$ cat src/rtl/hd_bitop_seq.sv
// Sequential constant-time bit-manipulation engine: ABS, RMO_OFF, ISO_RMO, NLZ and POPCNT.
// Define HD_BITOP_POPCNT_EN to make opcode 4 (POPCNT) legal; otherwise it is handled as illegal.
module hd_bitop_seq #(
  parameter int unsigned WIDTH = 32,
  parameter int unsigned STEP  = 4
) (
  input  logic             clk,
  input  logic             rst_n,
  input  logic             in_valid,
  output logic             in_ready,
  input  logic [2:0]       in_op,
  input  logic [WIDTH-1:0] in_data,
  output logic             out_valid,
  input  logic             out_ready,
  output logic [WIDTH-1:0] out_data,
  output logic             out_err
);

  localparam int unsigned NSlices = WIDTH / STEP;
  localparam int unsigned IdxW    = (NSlices > 1) ? $clog2(NSlices) : 1;
  localparam int unsigned CntW    = $clog2(WIDTH) + 1;
  localparam logic [WIDTH-1:0] MinVal = {1'b1, {(WIDTH-1){1'b0}}};

`ifdef HD_BITOP_POPCNT_EN
  localparam bit PopEn = 1'b1;
`else
  localparam bit PopEn = 1'b0;
`endif

  typedef enum logic [1:0] {StIdle, StScan, StDone} state_e;

  state_e            state_q, state_d;
  logic [2:0]        op_q;
  logic [WIDTH-1:0]  scan_q;
  logic [IdxW-1:0]   idx_q;
  logic [CntW-1:0]   cnt_q, cnt_d;
  logic              seen_q;
  logic [WIDTH-1:0]  res_q;
  logic              err_q;

  logic              accept;
  logic              in_scan_op;
  logic              last_slice;
  logic [STEP-1:0]   slice;
  logic [CntW-1:0]   slice_lz;
  logic [WIDTH-1:0]  neg_data;
  logic [WIDTH-1:0]  single_res;
  logic              single_err;

  assign accept     = in_valid && in_ready;
  assign in_scan_op = (in_op == 3'd3) || (PopEn && (in_op == 3'd4));
  assign last_slice = (idx_q == IdxW'(NSlices - 1));
  // Operand is shifted left each scan cycle so the current slice is always the top STEP bits.
  assign slice      = scan_q[WIDTH-1 -: STEP];
  assign neg_data   = WIDTH'(0) - in_data;

  // State register
  always_ff @(posedge clk) begin
    if (!rst_n) begin
      state_q <= StIdle;
    end else begin
      state_q <= state_d;
    end
  end

  // Next-state logic
  always_comb begin
    state_d = state_q;
    case (state_q)
      StIdle: begin
        if (accept) begin
          state_d = in_scan_op ? StScan : StDone;
        end
      end
      StScan: begin
        if (last_slice) begin
          state_d = StDone;
        end
      end
      StDone: begin
        if (out_ready) begin
          state_d = StIdle;
        end
      end
      default: state_d = StIdle;
    endcase
  end

  // Outputs; in_ready is forced low while reset is asserted.
  always_comb begin
    in_ready  = rst_n && (state_q == StIdle);
    out_valid = (state_q == StDone);
    out_data  = res_q;
    out_err   = err_q;
  end

  // Single-step operations, evaluated directly on the accepted operand.
  always_comb begin
    single_res = '0;
    single_err = 1'b0;
    case (in_op)
      3'd0: begin
        single_res = in_data[WIDTH-1] ? neg_data : in_data;
        single_err = (in_data == MinVal);
      end
      3'd1:    single_res = in_data & (in_data - WIDTH'(1));
      3'd2:    single_res = in_data & neg_data;
      default: single_err = 1'b1;
    endcase
  end

  // Zeros above the first 1 in the current slice (STEP when the slice is empty).
  always_comb begin
    logic hit;
    hit      = 1'b0;
    slice_lz = CntW'(STEP);
    for (int i = STEP - 1; i >= 0; i--) begin
      if (!hit && slice[i]) begin
        slice_lz = CntW'(STEP - 1 - i);
        hit      = 1'b1;
      end
    end
  end

`ifdef HD_BITOP_POPCNT_EN
  logic [CntW-1:0] slice_pop;

  always_comb begin
    slice_pop = '0;
    for (int unsigned i = 0; i < STEP; i++) begin
      slice_pop = slice_pop + CntW'(slice[i]);
    end
  end
`endif

  always_comb begin
    cnt_d = cnt_q;
    if (op_q == 3'd3) begin
      if (!seen_q) begin
        cnt_d = cnt_q + slice_lz;
      end
    end else begin
`ifdef HD_BITOP_POPCNT_EN
      cnt_d = cnt_q + slice_pop;
`else
      cnt_d = cnt_q;
`endif
    end
  end

  // Datapath registers
  always_ff @(posedge clk) begin
    if (!rst_n) begin
      op_q   <= '0;
      scan_q <= '0;
      idx_q  <= '0;
      cnt_q  <= '0;
      seen_q <= 1'b0;
      res_q  <= '0;
      err_q  <= 1'b0;
    end else begin
      case (state_q)
        StIdle: begin
          if (accept) begin
            op_q   <= in_op;
            scan_q <= in_data;
            idx_q  <= '0;
            cnt_q  <= '0;
            seen_q <= 1'b0;
            if (!in_scan_op) begin
              res_q <= single_res;
              err_q <= single_err;
            end
          end
        end
        StScan: begin
          scan_q <= scan_q << STEP;
          idx_q  <= idx_q + IdxW'(1);
          cnt_q  <= cnt_d;
          seen_q <= seen_q || (slice != '0);
          if (last_slice) begin
            res_q <= WIDTH'(cnt_d);
            err_q <= 1'b0;
          end
        end
        default: ;
      endcase
    end
  end

endmodule

$ cat config.mk
export PLATFORM = sky130hd
export DESIGN_NAME = hd_bitop_seq
export DESIGN_NICKNAME = d
export VERILOG_FILES = /design/src/rtl/hd_bitop_seq.sv
export SDC_FILE = /design/constraint.sdc
export NUM_CORES = 1
export LEC_CHECK = 0
export BUFFER_PORTS_ARGS = -buffer_cell sky130_fd_sc_hd__buf_2
export CAP_MARGIN = 20
export CORE_ASPECT_RATIO = 1.1
export CORE_MARGIN = 4
export CORE_UTILIZATION = 37
export DETAILED_ROUTE_END_ITERATION = 6
export PLACE_DENSITY_LB_ADDON = 0.15
export SLEW_MARGIN = 20
export SYNTH_ARGS = -nofsm -noshare
export SYNTH_HDL_FRONTEND = slang
export SYNTH_SLANG_ARGS = --single-unit
$ cat constraint.sdc
create_clock -name clk -period 4.2 [get_ports clk]
set_input_delay 0.21 -clock clk [delete_from_list [all_inputs] [get_ports clk]]
set_output_delay 0.21 -clock clk [all_outputs]
set_load 0.02 [all_outputs]
==> impl_metrics.json <==
{
  "status": "finished, final reports clean",
  "die_w_um": 113,
  "drive_above_1_share_pct": 19.5,
  "yosys_warnings": 0,
  "report.final.hold_viol_count": 0,
  "fill_cells": 1229,
  "synthesis.area_mm2": 0.00453,
  "synthTopCellsByArea": "dfxtp_1 (35%), nor2_1 (7.2%), nand2_1 (5.6%)",
  "min_period_ns": 2.57,
  "drt_first_iter_violations": 427,
  "clock_sinks": 80,
  "grt_util_all_layers_pct": 22.4,
  "setup_viol": 0,
  "grt-ovfl-total": 0,
  "fin_cells": 786,
  "powerDensity_mw_per_mm2": 365,
  "syn_to_final_growth_pct": 16.6,
  "clk_pin_slew_ns": 0.06,
  "post-route-period-util_pct": 61.3,
  "end_kind": "flip-flop",
  "dr_total_vias": 4742,
  "critical_path.max_fanout": 7,
  "rsz0062_at_grt": "false",
  "cpPeakStageDelay_ns": 0.65,
  "cts_root_buffer": "clkbuf_16",
  "path_cells": "buf_2, nor2_1, nand4_2, or2_2, nor3_1, ha_1, nor2_1, a21oi_1, or4b_2, o22ai_1",
  "fmax_mhz": 388,
  "cp.arrival_ns": 2.84,
  "drc": 0,
  "cts_tree": "done",
  "start_util_pct": 37.8,
  "grt_pass1_vias": 4475,
  "viasPerCell": 6.03,
  "min_path_cells": 3,
  "finish.utilization_pct": 44.1,
  "grt_pass1_wl_um": 24900,
  "synth_seq_cells": 80,
  "wl_um": 15500,
  "dieArea_mm2": 0.0141,
  "gp_congestion": 0.925,
  "worst-setup-path-type": "input port to flip-flop",
  "dp_hpwl_um": 11000,
  "netlist_instances": 577,
  "holdWs_ns": 0.133,
  "netlist.area_leader.share_pct": 35.4,
  "postRouteAntennaNets": 0,
  "wire_per_inst_um": 19.7,
  "clk-insertion-delay-late_ns": 0.34,
  "holdBufCountCts": 0,
  "p_leak_uw": 0.00202,
  "h-tree-depth": 3,
  "tns_ns": 0,
  "rr_worst_depth": 5,
  "timing.slew.headroom_pct": 38.9,
  "drv_slew": 0,
  "yosysTopAreaCell": "dfxtp_1",
  "pin_count": 74,
  "cts_resized": 0,
  "dieHeight_um": 124,
  "r2r_slack_ns": 1.69,
  "avgSynthCellArea_um2": 7.84,
  "cts_buffers": 9,
  "std_cell_rows": 42,
  "hold_class": "input port to flip-flop",
  "cts_setup_buffers": 0,
  "yosysUniqueCellTypes": 75,
  "worstMarginPinSlew_ns": 0.914,
  "peakVddDrop_mv": 0.187,
  "skew_ns": 0.00793,
  "antenna_found_initial": 1,
  "grt_max_degree": 43,
  "core_mm2": 0.0120,
  "clockBufferDepth": 2,
  "worstSetupStartpointType": "input port",
  "port-buffer-count": 73,
  "synth_top_flop_cell": "dfxtp_1",
  "worstPathRequired_ns": 4.46,
  "cpMostUsedCell": "nor2_1",
  "cap_viol_max_count": 0,
  "dp_cells": 769,
  "syn_nets": 624,
  "ys_seq_area_share_pct": 35.4,
  "final_nets": 673,
  "synth-edff-count": 0,
  "crit_slowest_cell": "or4b_2",
  "async_reset_ff_share_pct": 0,
  "firstDrtPassIters": 5
}
==> final timing paths <==
check,to,start
max reg2reg,out_data[1],state_q[0]
min,state_q[1],out_ready
max,out_data[31],in_data[4]
min reg2reg,out_data[8],out_data[8]
==> power by group <==
part	switching [µW]	internal (µW)	leakage, µW
Clock	321	476	0.000146
Sequential	25.4	801	0.000653
Combinational	203	100	0.00123
Total	549	1380	0.00202
==> routing by layer <==
metal | vias up | part of all wire [%] | GRT usage [%]
li1 | 2252 | - | -
met1 | 2273 | 44 | 30.7
met2 | 198 | 48 | 36.3
met3 | 17 | 7.6 | 4.18
met4 | 2 | 1.1 | 6.61
met5 | - | 0.084 | 0
==> worst max-delay path: cells and delay by family <==
family          cells  cell delay [ns]
compound gates      2             0.22
simple gates        6             2.02
fa+ha+maj           1             0.25
buf+inv             1             0.14
==> per-stage QoR <==
stage | power (µW) | setup slack, ns | cell area, µm²
final | 1930 | 1.63 | 5280
after global routing | 2010 | 1.45 | 5280
after CTS | 1930 | 1.67 | 5280
after detailed placement | 1140 | 1.34 | 4980
after global placement | 1140 | 1.40 | 4980
after floorplan | 1030 | 1.69 | 4530
==> registers in the layout (all words and copies together), names as in the netlist <==
signal    cells
out_data     32
idx_q         3
cnt_q         6
out_err       1
seen_q        1
op_q          3
scan_q       32
state_q       2
==> final cells by class <==
cell class	count	area (µm²)	area share, %
Timing Repair Buffer	85	455	8.63
Inverter	11	41.3	0.782
Clock buffer	11	243	4.60
Clock inverter	5	56.3	1.07
Tap cell	154	193	3.65
Sequential cell	80	1600	30.3
Multi-Input combinational cell	439	2690	50.9
Antenna cell	1	2.50	0.0474
==> placed cells by master (no fill, tap or decap), types with 7 or more instances in the layout <==
cell type and count:
nor2_1 87, dfxtp_1 80, buf_2 73, nand2_1 68, a21oi_1 40, o221ai_1 27, nor3_1 20, o21ai_0 18
nand3_1 17, mux2i_1 12, buf_4 12, o211ai_1 11, nor4_1 10, inv_1 10, clkbuf_16 9, a31oi_1 8
a32oi_1 7, nand4_1 7, ha_1 7
==> cell families (layout without fill, tap and decap cells) <==
group / after synthesis / after routing / share of synthesized area (%)
AND/OR/NAND/NOR: 255 / 255 / 28.3
AO/OA/AOI/OAI: 159 / 159 / 25.0
flip-flops: 80 / 80 / 35.4
buffers and inverters: 58 / 112 / 5.25
multiplexers: 13 / 13 / 2.90
adder cells (fa/ha/maj): 8 / 8 / 2.38
XOR/XNOR: 4 / 4 / 0.774
other: 0 / 1 / 0
==> cells in the mapped netlist (8+ instances only) <==
| cell type | n |
|---|---|
| nor2_1 | 87 |
| nand2_1 | 68 |
| o211ai_1 | 11 |
| o221ai_1 | 27 |
| clkbuf_1 | 34 |
| nor4_1 | 10 |
| o21ai_0 | 19 |
| nor3_1 | 20 |
| a21oi_1 | 40 |
| buf_2 | 9 |
| inv_1 | 10 |
| a31oi_1 | 8 |
| nand3_1 | 17 |
| mux2i_1 | 12 |
| dfxtp_1 | 80 |
(Power assumes the default switching activity.)
